==> src/rtl/guess_entry.sv <==
// guess_entry: keypad digit collection with clear/backspace and a debounced confirm button
// that commits a complete guess to the comparator.
module guess_entry #(
    parameter int DEBOUNCE_CYCLES = 16,
    parameter int CNT_W = 5
) (
    input  logic       clk,
    input  logic       restart,
    input  logic       key_valid,
    input  logic [3:0] key_code,
    input  logic       confirm_n,
    input  logic [1:0] max_digit,
    output logic [3:0] key0,
    output logic [3:0] key1,
    output logic [3:0] key2,
    output logic [1:0] digit_count,
    output logic       entry_ready,
    output logic       confirm_pulse,
    output logic       reject_pulse
);
    typedef enum logic [1:0] {IDLE, ENTRY, READY, COMMIT} state_t;
    state_t state;
    logic sync1, sync2, level, level_q;
    logic [CNT_W-1:0] cnt;
    logic enabled, accept, press, do_shift, do_clear, do_back, commit, reject;
    always_ff @(posedge clk or negedge restart) begin
        if (!restart) begin
            sync1   <= 1'b1;
            sync2   <= 1'b1;
            level   <= 1'b1;
            level_q <= 1'b1;
            cnt     <= '0;
        end else begin
            sync1   <= confirm_n;
            sync2   <= sync1;
            level_q <= level;
            if (sync2 == level) cnt <= '0;
            else if (cnt == CNT_W'(DEBOUNCE_CYCLES - 1)) begin
                level <= sync2;
                cnt   <= '0;
            end else cnt <= cnt + 1'b1;
        end
    end
    // A press is the debounced level falling; release produces nothing.
    assign press       = level_q & ~level;
    assign enabled     = max_digit != 2'd0;
    assign entry_ready = enabled && digit_count == max_digit;
    assign accept      = key_valid && enabled && state != COMMIT;
    assign do_shift    = accept && key_code <= 4'd9 && digit_count < max_digit;
    assign do_clear    = accept && key_code == 4'hA;
    assign do_back     = accept && key_code == 4'hB && digit_count != 2'd0;
    assign commit      = press && entry_ready && state != COMMIT && !do_clear && !do_back;
    assign reject      = press && enabled && state != COMMIT && !commit;
    always_ff @(posedge clk or negedge restart) begin
        if (!restart) begin
            state         <= IDLE;
            key0          <= '0;
            key1          <= '0;
            key2          <= '0;
            digit_count   <= '0;
            confirm_pulse <= 1'b0;
            reject_pulse  <= 1'b0;
        end else begin
            confirm_pulse <= commit;
            reject_pulse  <= reject;
            if (state == COMMIT || do_clear || digit_count > max_digit) begin
                {key2, key1, key0} <= '0;
                digit_count        <= '0;
                state              <= IDLE;
            end else if (commit) state <= COMMIT;
            else if (do_shift) begin
                {key2, key1, key0} <= {key1, key0, key_code};
                digit_count        <= digit_count + 2'd1;
                state              <= (digit_count + 2'd1 == max_digit) ? READY : ENTRY;
            end else if (do_back) begin
                {key2, key1, key0} <= {4'h0, key2, key1};
                digit_count        <= digit_count - 2'd1;
                state              <= (digit_count == 2'd1) ? IDLE : ENTRY;
            end else state <= (digit_count == 2'd0) ? IDLE : (entry_ready ? READY : ENTRY);
        end
    end
endmodule

==> config.mk <==
export PLATFORM = sky130hd
export DESIGN_NAME = guess_entry
export DESIGN_NICKNAME = d
export VERILOG_FILES = /design/src/rtl/guess_entry.sv
export SDC_FILE = /design/constraint.sdc
export NUM_CORES = 1
export LEC_CHECK = 0
export ABC_AREA = 1
export CAP_MARGIN = 20
export CORE_UTILIZATION = 55
export CTS_CLUSTER_SIZE = 30
export DETAILED_ROUTE_END_ITERATION = 12
export DONT_BUFFER_PORTS = 1
export PLACE_DENSITY = 0.73
export SKIP_CTS_REPAIR_TIMING = 1
export SLEW_MARGIN = 20
export SYNTH_ARGS = -nofsm -noshare
export SYNTH_HDL_FRONTEND = slang
export SYNTH_SLANG_ARGS = --single-unit
==> constraint.sdc <==
create_clock -name clk -period 1.6 [get_ports clk]
set_input_delay 0.24 -clock clk [delete_from_list [all_inputs] [get_ports clk]]
set_output_delay 0.24 -clock clk [all_outputs]
set_load 0.01 [all_outputs]
==> impl_metrics.ini, run 1 <==
[sta]
finalCriticalPeriod_ns = 1.68
setup_violations = 17
max_freq_ghz = 0.596
rsz0062_at_grt = true
timing.setup.tns_ns = -0.739
worst_clock_skew_ns = 0.00591
worst_pin_slew_ns = 0.276
post-route-period-util_pct = 105
maxSlewViolCount = 0
max_slew_margin_pct = 81.5
hold_viol_final = 0
worst_slack_ns = -0.0781
hold_ws_ns = 0.180

[setup_path]
critical_path.top_delay_family = flip-flops
worst-path-buf-inv = 3
cp-start-kind = register
cp_data_required_time_ns = 1.36
worstSetupPathType = register to primary output
path_depth = 6
endpoint_kind = primary output
slowest_stage = dfrtp_2
ff2ff_path_depth = 10
crit_fanout = 4
crit_path_cell_trace = ha_4, nand2_4, inv_4, nand2_4, buf_6, inv_4
crit_arrival_ns = 1.44
slowest_delay_ns = 0.47
reg2reg_setup_slack_ns = -0.06

[floorplan]
die-width_um = 56.5
die_area_um2 = 3200
io_pins = 27
initial_utilization_pct = 58.8
core_um2 = 2780
row_count = 19
die_h_um = 56.5

[final_layout]
fin_cells = 265
seq_area_um2 = 682
fillCellCount = 191
multi_input_area_um2 = 931
mostFrequentLayoutCells = nand2_1 (55), inv_1 (23), dfrtp_1 (22)
design_area_um2 = 2090
area_delta_synth_final_pct = 27.5
fin_nets = 250
layout_commonest_cell = nand2_1
drive_gt1_share_pct = 37.2
n_antenna_cell = 0

[min_path]
holdPathStages = 4
worstHoldPathType = input pin to register

[global_route]
grt_pass1_wl_mm = 5.58
grt_pass1_vias = 1319
antenna_found_initial = 0
overflow = 0
grt_max_degree = 28
gr-usage-all-layers_pct = 22.0

[logic_synthesis]
synth_area_um2 = 1640
yosysTopAreaCellShare_pct = 35.2
synthTopCellsByArea = dfrtp_1 (35%), nand2_1 (15%), nand3_2 (6.7%)
synth_seq_area_share_pct = 41.6
synth_cell_types = 26
syn_inst = 206
synth_top_area_cell = dfrtp_1
syn_nets = 221
yosys_warnings = 0
synth-seq-cells = 27
synthArstFlopShare_pct = 100
postSynthAreaPerCell_um2 = 7.94
synth_ff_type = dfrtp_1
synth-edff-count = 0

[place]
dp_cells = 248
hpwl_mm = 2.55
placedInstanceArea_um2 = 1740
gp_congestion = 0.893
io_buffer_count = 0

[power_and_ir_drop]
ir_drop_uv = 1170
pwr_density_cell_nw_per_um2 = 1480
p_comb_share_pct = 57.4
p_leak_uw = 0.00109
pwr-share-clk_pct = 9.2
swShare_pct = 45.3
p_switching_uw = 1400
pwr-share-seq_pct = 33.4
p_int_uw = 1690

[drt]
vias_per_cell = 5.50
firstDrtPassIters = 4
drc = 0
drtIter0Drc = 46
vias = 1458
wl_per_cell_um = 14.8
drt_wl_total_mm = 3.92
ant_nets = 0

[cts]
cts.sinks = 27
clk_pin_slew_ns = 0.14
htree_levels = 1
clk_latency_ns = 0.32
cts_tree = yes
ctsRootBufferMaster = clkbuf_4
clk_path_buf_depth = 2
cts_buffers = 3

[run_status]
violations = negative setup slack
status = finished, violations left

[run]
max-cap-violations = 0
state kept, by name, indices dropped and copies added, names as in the netlist:
signal         cells
confirm_pulse      1
digit_count        2
key2               4
sync1              1
cnt                5
level              1
level_q            1
key0               4
reject_pulse       1
key1               4
sync2              1
state              2
through the flow:
step                      util (%)  total power (uW)  worst slack (ns)
after global placement        62.6              2300           -0.0663
after floorplan                  -              1950           -0.0579
after detailed placement      62.6              2350            -0.157
after global routing          75.0              3300            -0.126
final                         75.0              3090           -0.0781
after CTS                     63.6              2630            -0.180
logic make-up (layout without fill, tap and decap cells):
group                      after synthesis  after routing  share of synthesized area, %
adders and majority gates                5              5                          3.83
and+or+nand+nor                        130            131                          41.2
buffers and inverters                   36             63                          10.5
xor gates and xnor gates                 2              2                          1.07
AOI/OAI and AO/OA                        6              6                          1.84
DFF                                     27             27                          41.6
power by group through the flow:
stage / logic (uW) / registers, uW / clock network [uW]
4_1_cts: 1330 / 1020 / 289
2_1_floorplan: 950 / 1000 / 0
6_report: 1780 / 1030 / 286
3_3_place_gp: 1280 / 1020 / 0
3_5_place_dp: 1320 / 1030 / 0
5_1_grt: 1930 / 1050 / 317
area by class of cell:
cell class / count / share of cell area [%]
Clock buffer: 3 / 1.08
Tap cell: 31 / 1.86
Multi-Input combinational cell: 144 / 44.6
Sequential cell: 27 / 32.7
Clock inverter: 1 / 0.240
Timing Repair Buffer: 28 / 13.4
Inverter: 31 / 6.06
worst paths after layout:
kind	endpoint	startpoint
max	entry_ready	digit_count[1]$_DFFE_PN0P_
min	reject_pulse$_DFF_PN0_	max_digit[0]
max reg2reg	key1[2]$_DFFE_PN0P_	digit_count[1]$_DFFE_PN0P_
min reg2reg	sync2$_DFF_PN1_	sync1$_DFF_PN1_
max in group asynchronous	sync1$_DFF_PN1_	restart
min in group asynchronous	key1[2]$_DFFE_PN0P_	restart
worst reg2reg max path, stage by stage, from the launching register on:
cell and delay (ns):
dfrtp_2 0.47, ha_4 0.27, nand2_4 0.07, nand2_4 0.06
nor2_4 0.14, nand2_4 0.10, nand2_4 0.13, nand2_8 0.09
buf_4 0.15, nand3_2 0.05, nand2_1 0.05
cell usage after synthesis, types with 3 or more instances:
library cell	number
nor2_1	17
nor2_2	3
inv_1	29
dfstp_2	4
nand2_2	6
nand3b_1	5
dfrtp_1	23
nor2_4	3
a21oi_1	4
nand3_1	14
nand3_2	11
ha_1	5
nand2_1	65
per-layer routing:
metal  GRT usage [%]  share of wire (%)  up-vias
li1                -                  -      696
met1            29.6                 41      689
met2            36.8                 50       63
met3            3.23                6.4       10
met4            6.27                2.3        0
met5               0                  0        -
Note: power is estimated with default switching activity, not from simulation.
==> run 2, diff against run 1 <==
MAX_ROUTING_LAYER = met4   (was unset)
SETUP_SLACK_MARGIN = 0.15   (was unset)
==> run 2 against run 1 <==
  * The flow still finishes with violations (negative setup slack)
  * Largest power group unchanged
  * Register-to-register slack lost 0.03 ns
  * Clock power is 5% higher
  * Via count is 3.4% higher
  * Total power increased by 3.7%
  * Sequential share of layout area is 0.97 points lower
  * Fmax decreased by 0.88%
  * Hold slack improved by 0.024 ns
  * Global-route usage up 1.3 points
  * Highest routed layer unchanged
==> impl_metrics.ini, run 2 (synthesis gave the netlist of run 1 again) <==
[run_status]
status = finished, violations left
violations = negative setup slack

[place]
dp_cells = 249
io_buffer_count = 0
gp_congestion = 0.949
hpwl_mm = 2.52

[final_layout]
drive_gt1_share_pct = 43.5
fillCellCount = 177
multi_input_area_um2 = 971
regMostFlops = cnt
seq_area_um2 = 683
fin_nets = 253
layout_commonest_cell = nand2_1
fin_cells = 268
n_antenna_cell = 0
mostFrequentLayoutCells = nand2_1 (49), dfrtp_1 (21), inv_1 (19)
largest_reg_flops = 5
area_delta_synth_final_pct = 31.7

[sta]
post-route-period-util_pct = 106
finalCriticalPeriod_ns = 1.69
hold_ws_ns = 0.205
timing.setup.tns_ns = -0.833
worst_clock_skew_ns = 0.00252
max_slew_margin_pct = 69.6
maxSlewViolCount = 0
setup_violations = 15
worst_pin_slew_ns = 0.451
rsz0062_at_grt = true
hold_viol_final = 0
max_freq_ghz = 0.591
worst_slack_ns = -0.0930

[global_route]
use_met3_pct = 4.38
grt_pass1_vias = 1273
overflow = 0
top_usage_layer = met2
antenna_found_initial = 0
grt_max_degree = 28
grt_pass1_wl_mm = 5.63
groute.layer.met1.usage_pct = 31.6
grt_use_met2_pct = 34.8
gr-usage-all-layers_pct = 23.3

[power_and_ir_drop]
pwr_density_cell_nw_per_um2 = 1490
p_int_uw = 1710
p_switching_uw = 1500
pwr-share-seq_pct = 32.5
p_comb_share_pct = 58.2
p_leak_uw = 0.00109
swShare_pct = 46.8
pwr-share-clk_pct = 9.4
ir_drop_uv = 1150

[setup_path]
critical_path.top_delay_family = flip-flops
endpoint_kind = primary output
worst-path-buf-inv = 3
crit_fanout = 4
crit_path_cell_trace = ha_4, nand2_2, inv_2, nand2_4, buf_6, inv_4
cp-start-kind = register
slowest_stage = dfrtp_2
cp_data_required_time_ns = 1.36
worstSetupPathType = register to primary output
crit_arrival_ns = 1.45
slowest_delay_ns = 0.48

[floorplan]
core_um2 = 2780
die-width_um = 56.5
initial_utilization_pct = 58.8
die_h_um = 56.5
io_pins = 27
row_count = 19
die_area_um2 = 3200

[cts]
clk_pin_slew_ns = 0.14
htree_levels = 1
clk_path_buf_depth = 2
clk_latency_ns = 0.33
cts_buffers = 3
ctsRootBufferMaster = clkbuf_4
cts.sinks = 27
cts_tree = yes

[run]
max-cap-violations = 0

[drt]
drc = 0
vias = 1507
drtIter0Drc = 55
ant_nets = 0
firstDrtPassIters = 4
wl_per_cell_um = 15.7
vias_per_cell = 5.62
drt_wl_total_mm = 4.20

[min_path]
worstHoldPathType = input pin to register
run 2: cell types whose count changed in the layout (fill, tap and decap cells not counted), sizes merged:
cell | before | now
buf | 25 | 28
nand2 | 74 | 75
clkbuf | 4 | 3
inv | 31 | 30
clkinvlp | 0 | 1
run 2: worst min-delay path, stage by stage:
cell and delay [ns]:
nor2_2 0.04, nor2_1 0.13, nand2_2 0.07, inv_2 0.04
run 2: cell type report:
type                            instances  share of cell area, %
Clock buffer                            3                   1.05
Inverter                               31                   6.57
Sequential cell                        27                   31.7
Multi-Input combinational cell        145                   45.1
Timing Repair Buffer                   30                   13.4
Clock inverter                          1                  0.349
Tap cell                               31                   1.80
run 2: power by group through the flow:
stage	clock network [uW]	registers, uW	logic [uW]
floorplan	0	1020	1020
global placement	0	1030	1320
detailed placement	0	1040	1340
CTS	306	1020	1350
global route	330	1060	2040
finish	300	1040	1870
run 2: metal layers:
layer | wire, um | share of wire, %
met3 | 272 | 6.5
met4 | 175 | 4.2
met1 | 1660 | 40
met2 | 2090 | 50
met5 | 0 | 0
run 2: worst paths after layout:
check                                      startpoint                          to  slack (ns)  cells after the start
setup / recovery           digit_count[1]$_DFFE_PN0P_                 entry_ready       -0.09                      6
hold / removal                           max_digit[0]      reject_pulse$_DFF_PN0_        0.20                      4
setup reg to reg           digit_count[1]$_DFFE_PN0P_  digit_count[1]$_DFFE_PN0P_       -0.09                     11
hold reg to reg                       sync1$_DFF_PN1_             sync2$_DFF_PN1_        0.37                      0
max in group asynchronous                     restart           level$_DFFE_PN1P_        1.02                      2
min in group asynchronous                     restart  digit_count[1]$_DFFE_PN0P_        0.35                      2
run 2: through the flow:
step / util (%) / total power (uW) / worst slack [ns] / cell area, um^2
after floorplan: - / 2040 / 0.0104 / 1690
after global placement: 64.7 / 2340 / -0.0808 / 1800
after detailed placement: 64.7 / 2370 / -0.125 / 1800
after CTS: 65.8 / 2670 / -0.158 / 1830
after global routing: 77.4 / 3430 / -0.165 / 2150
final: 77.4 / 3210 / -0.0930 / 2150
==> run 3, diff against run 2 <==
PLACE_DENSITY = 0.7   (was 0.73)
TNS_END_PERCENT = 20   (was unset)
clock period = 1.7 ns   (was 1.6 ns; I/O delays follow)
==> run 3 against run 2 <==
  * The flow now finishes without violations
  * Clock-buffer cell count is the same
  * Global-route usage shrank 1.5 points
  * Clock power shrank 11%
  * Register-to-register slack better by 0.13 ns
  * Sequential share of layout area increased by 3.1 points
  * Clock skew grew 0.0019 ns
  * Sequential power is 7% lower
  * First-iteration DRC count rose by 35%
  * Worst setup slack better by 0.13 ns
==> impl_metrics.ini, run 3 (synthesis gave the netlist of run 1 again) <==
[run_status]
status = finished, final reports clean

[drt]
drtIter0Drc = 74
drt_wl_total_mm = 3.55
vias_per_cell = 5.22
firstDrtPassIters = 4
wl_per_cell_um = 13.6
vias = 1357
drc = 0
ant_nets = 0

[cts]
clk_path_buf_depth = 2
htree_levels = 1
cts.sinks = 27
ctsRootBufferMaster = clkbuf_4
clk_latency_ns = 0.31
cts_tree = yes
clk_pin_slew_ns = 0.14
cts_buffers = 3

[floorplan]
row_count = 19
die_area_um2 = 3200
io_pins = 27
die_h_um = 56.5
initial_utilization_pct = 58.8
die-width_um = 56.5
core_um2 = 2780

[setup_path]
ff2ff_path_depth = 9
reg2reg_setup_slack_ns = 0.04
cp-start-kind = register
crit_fanout = 4
slowest_stage = dfrtp_2
slowest_delay_ns = 0.48
worstSetupPathType = register to primary output
rr_startpoint = digit_count[1]$_DFFE_PN0P_
endpoint_kind = primary output
crit_arrival_ns = 1.41
crit_path_cell_trace = ha_4, nand2_2, inv_2, nand2_4, buf_6, inv_4
cp_data_required_time_ns = 1.44
r2r-end = state[1]$_DFF_PN0_

[min_path]
hold_end = reject_pulse$_DFF_PN0_
hp-start = max_digit[0]
holdPathStages = 4
worstHoldPathType = input pin to register

[global_route]
grt_pass1_wl_mm = 5.33
gr-usage-all-layers_pct = 21.8
antenna_found_initial = 0
overflow = 0
grt_pass1_vias = 1222
grt_max_degree = 28

[final_layout]
area_delta_synth_final_pct = 19.9
largest_reg_flops = 5
fin_nets = 245
regMostFlops = cnt
final_util_pct = 70.5
drive_gt1_share_pct = 31.4
mostFrequentLayoutCells = nand2_1 (63), inv_1 (23), dfrtp_1 (22)
layout_commonest_cell = nand2_1
n_antenna_cell = 0

[sta]
finalCriticalPeriod_ns = 1.67
post-route-period-util_pct = 98.0
hold_ws_ns = 0.185
max_freq_ghz = 0.600
rsz0062_at_grt = true
max_slew_margin_pct = 80.9
worst_clock_skew_ns = 0.00444
hold_viol_final = 0
setup_violations = 0
worst_pin_slew_ns = 0.285
maxSlewViolCount = 0

[power_and_ir_drop]
total_power_uw = 2780
pwr_density_cell_nw_per_um2 = 1420
ir_drop_uv = 1090
p_leak_uw = 0.00104

[place]
io_buffer_count = 0
hpwl_mm = 2.47
gp_congestion = 0.880

[run]
max-cap-violations = 0
run 3: how the worst max path moves through the flow:
stage / from / endpoint / cells past startpoint
2_1_floorplan: digit_count[1]$_DFFE_PN0P_ / key1[0]$_DFFE_PN0P_ / 10
3_3_place_gp: digit_count[1]$_DFFE_PN0P_ / key1[3]$_DFFE_PN0P_ / 10
3_5_place_dp: digit_count[1]$_DFFE_PN0P_ / key1[0]$_DFFE_PN0P_ / 10
4_1_cts: digit_count[1]$_DFFE_PN0P_ / entry_ready / 6
5_1_grt: digit_count[1]$_DFFE_PN0P_ / digit_count[1]$_DFFE_PN0P_ / 11
6_report: digit_count[1]$_DFFE_PN0P_ / entry_ready / 6
run 3: area by class of cell:
class | instances | area [um^2]
clock buffers | 3 | 22.5
multi-input cells | 144 | 875
repair buffers | 23 | 214
flip-flops and latches | 27 | 682
fillers | 221 | 821
clock inverters | 1 | 5.00
well taps | 31 | 38.8
inverters | 31 | 124
run 3: through the flow:
stage	worst slack (ns)	TNS, ns	instances	instance area [um^2]
final	0.0344	0	260	1960
after global routing	-0.0482	-0.306	260	1960
after CTS	-0.0577	-0.280	246	1720
after detailed placement	-0.0195	-0.0314	242	1700
after global placement	0.0201	0	242	1700
after floorplan	0.0421	0	206	1640
run 3: where the power goes:
| part | switching, uW | total, uW | internal [uW] |
|---|---|---|---|
| registers | 185 | 967 | 782 |
| clock network | 178 | 266 | 88.0 |
| logic | 879 | 1540 | 665 |
| total | 1240 | 2780 | 1540 |
run 3: metal layers:
| metal | part of all wire, % | global-route usage (%) | routed length, um | vias to the layer above |
|---|---|---|---|---|
| met5 | 0 | - | 0 | - |
| met4 | 0.96 | 4.18 | 34 | 0 |
| met3 | 3.9 | 2.76 | 139 | 4 |
| met2 | 52 | 35.8 | 1830 | 26 |
| met1 | 44 | 29.5 | 1540 | 648 |
| li1 | - | - | - | 679 |
run 3: critical path: cells and delay by family, from the launching register on:
family	cells	cell delay, ns
buffers and inverters	3	0.23
adders and majority gates	1	0.28
DFF	1	0.48
and+or+nand+nor	2	0.11
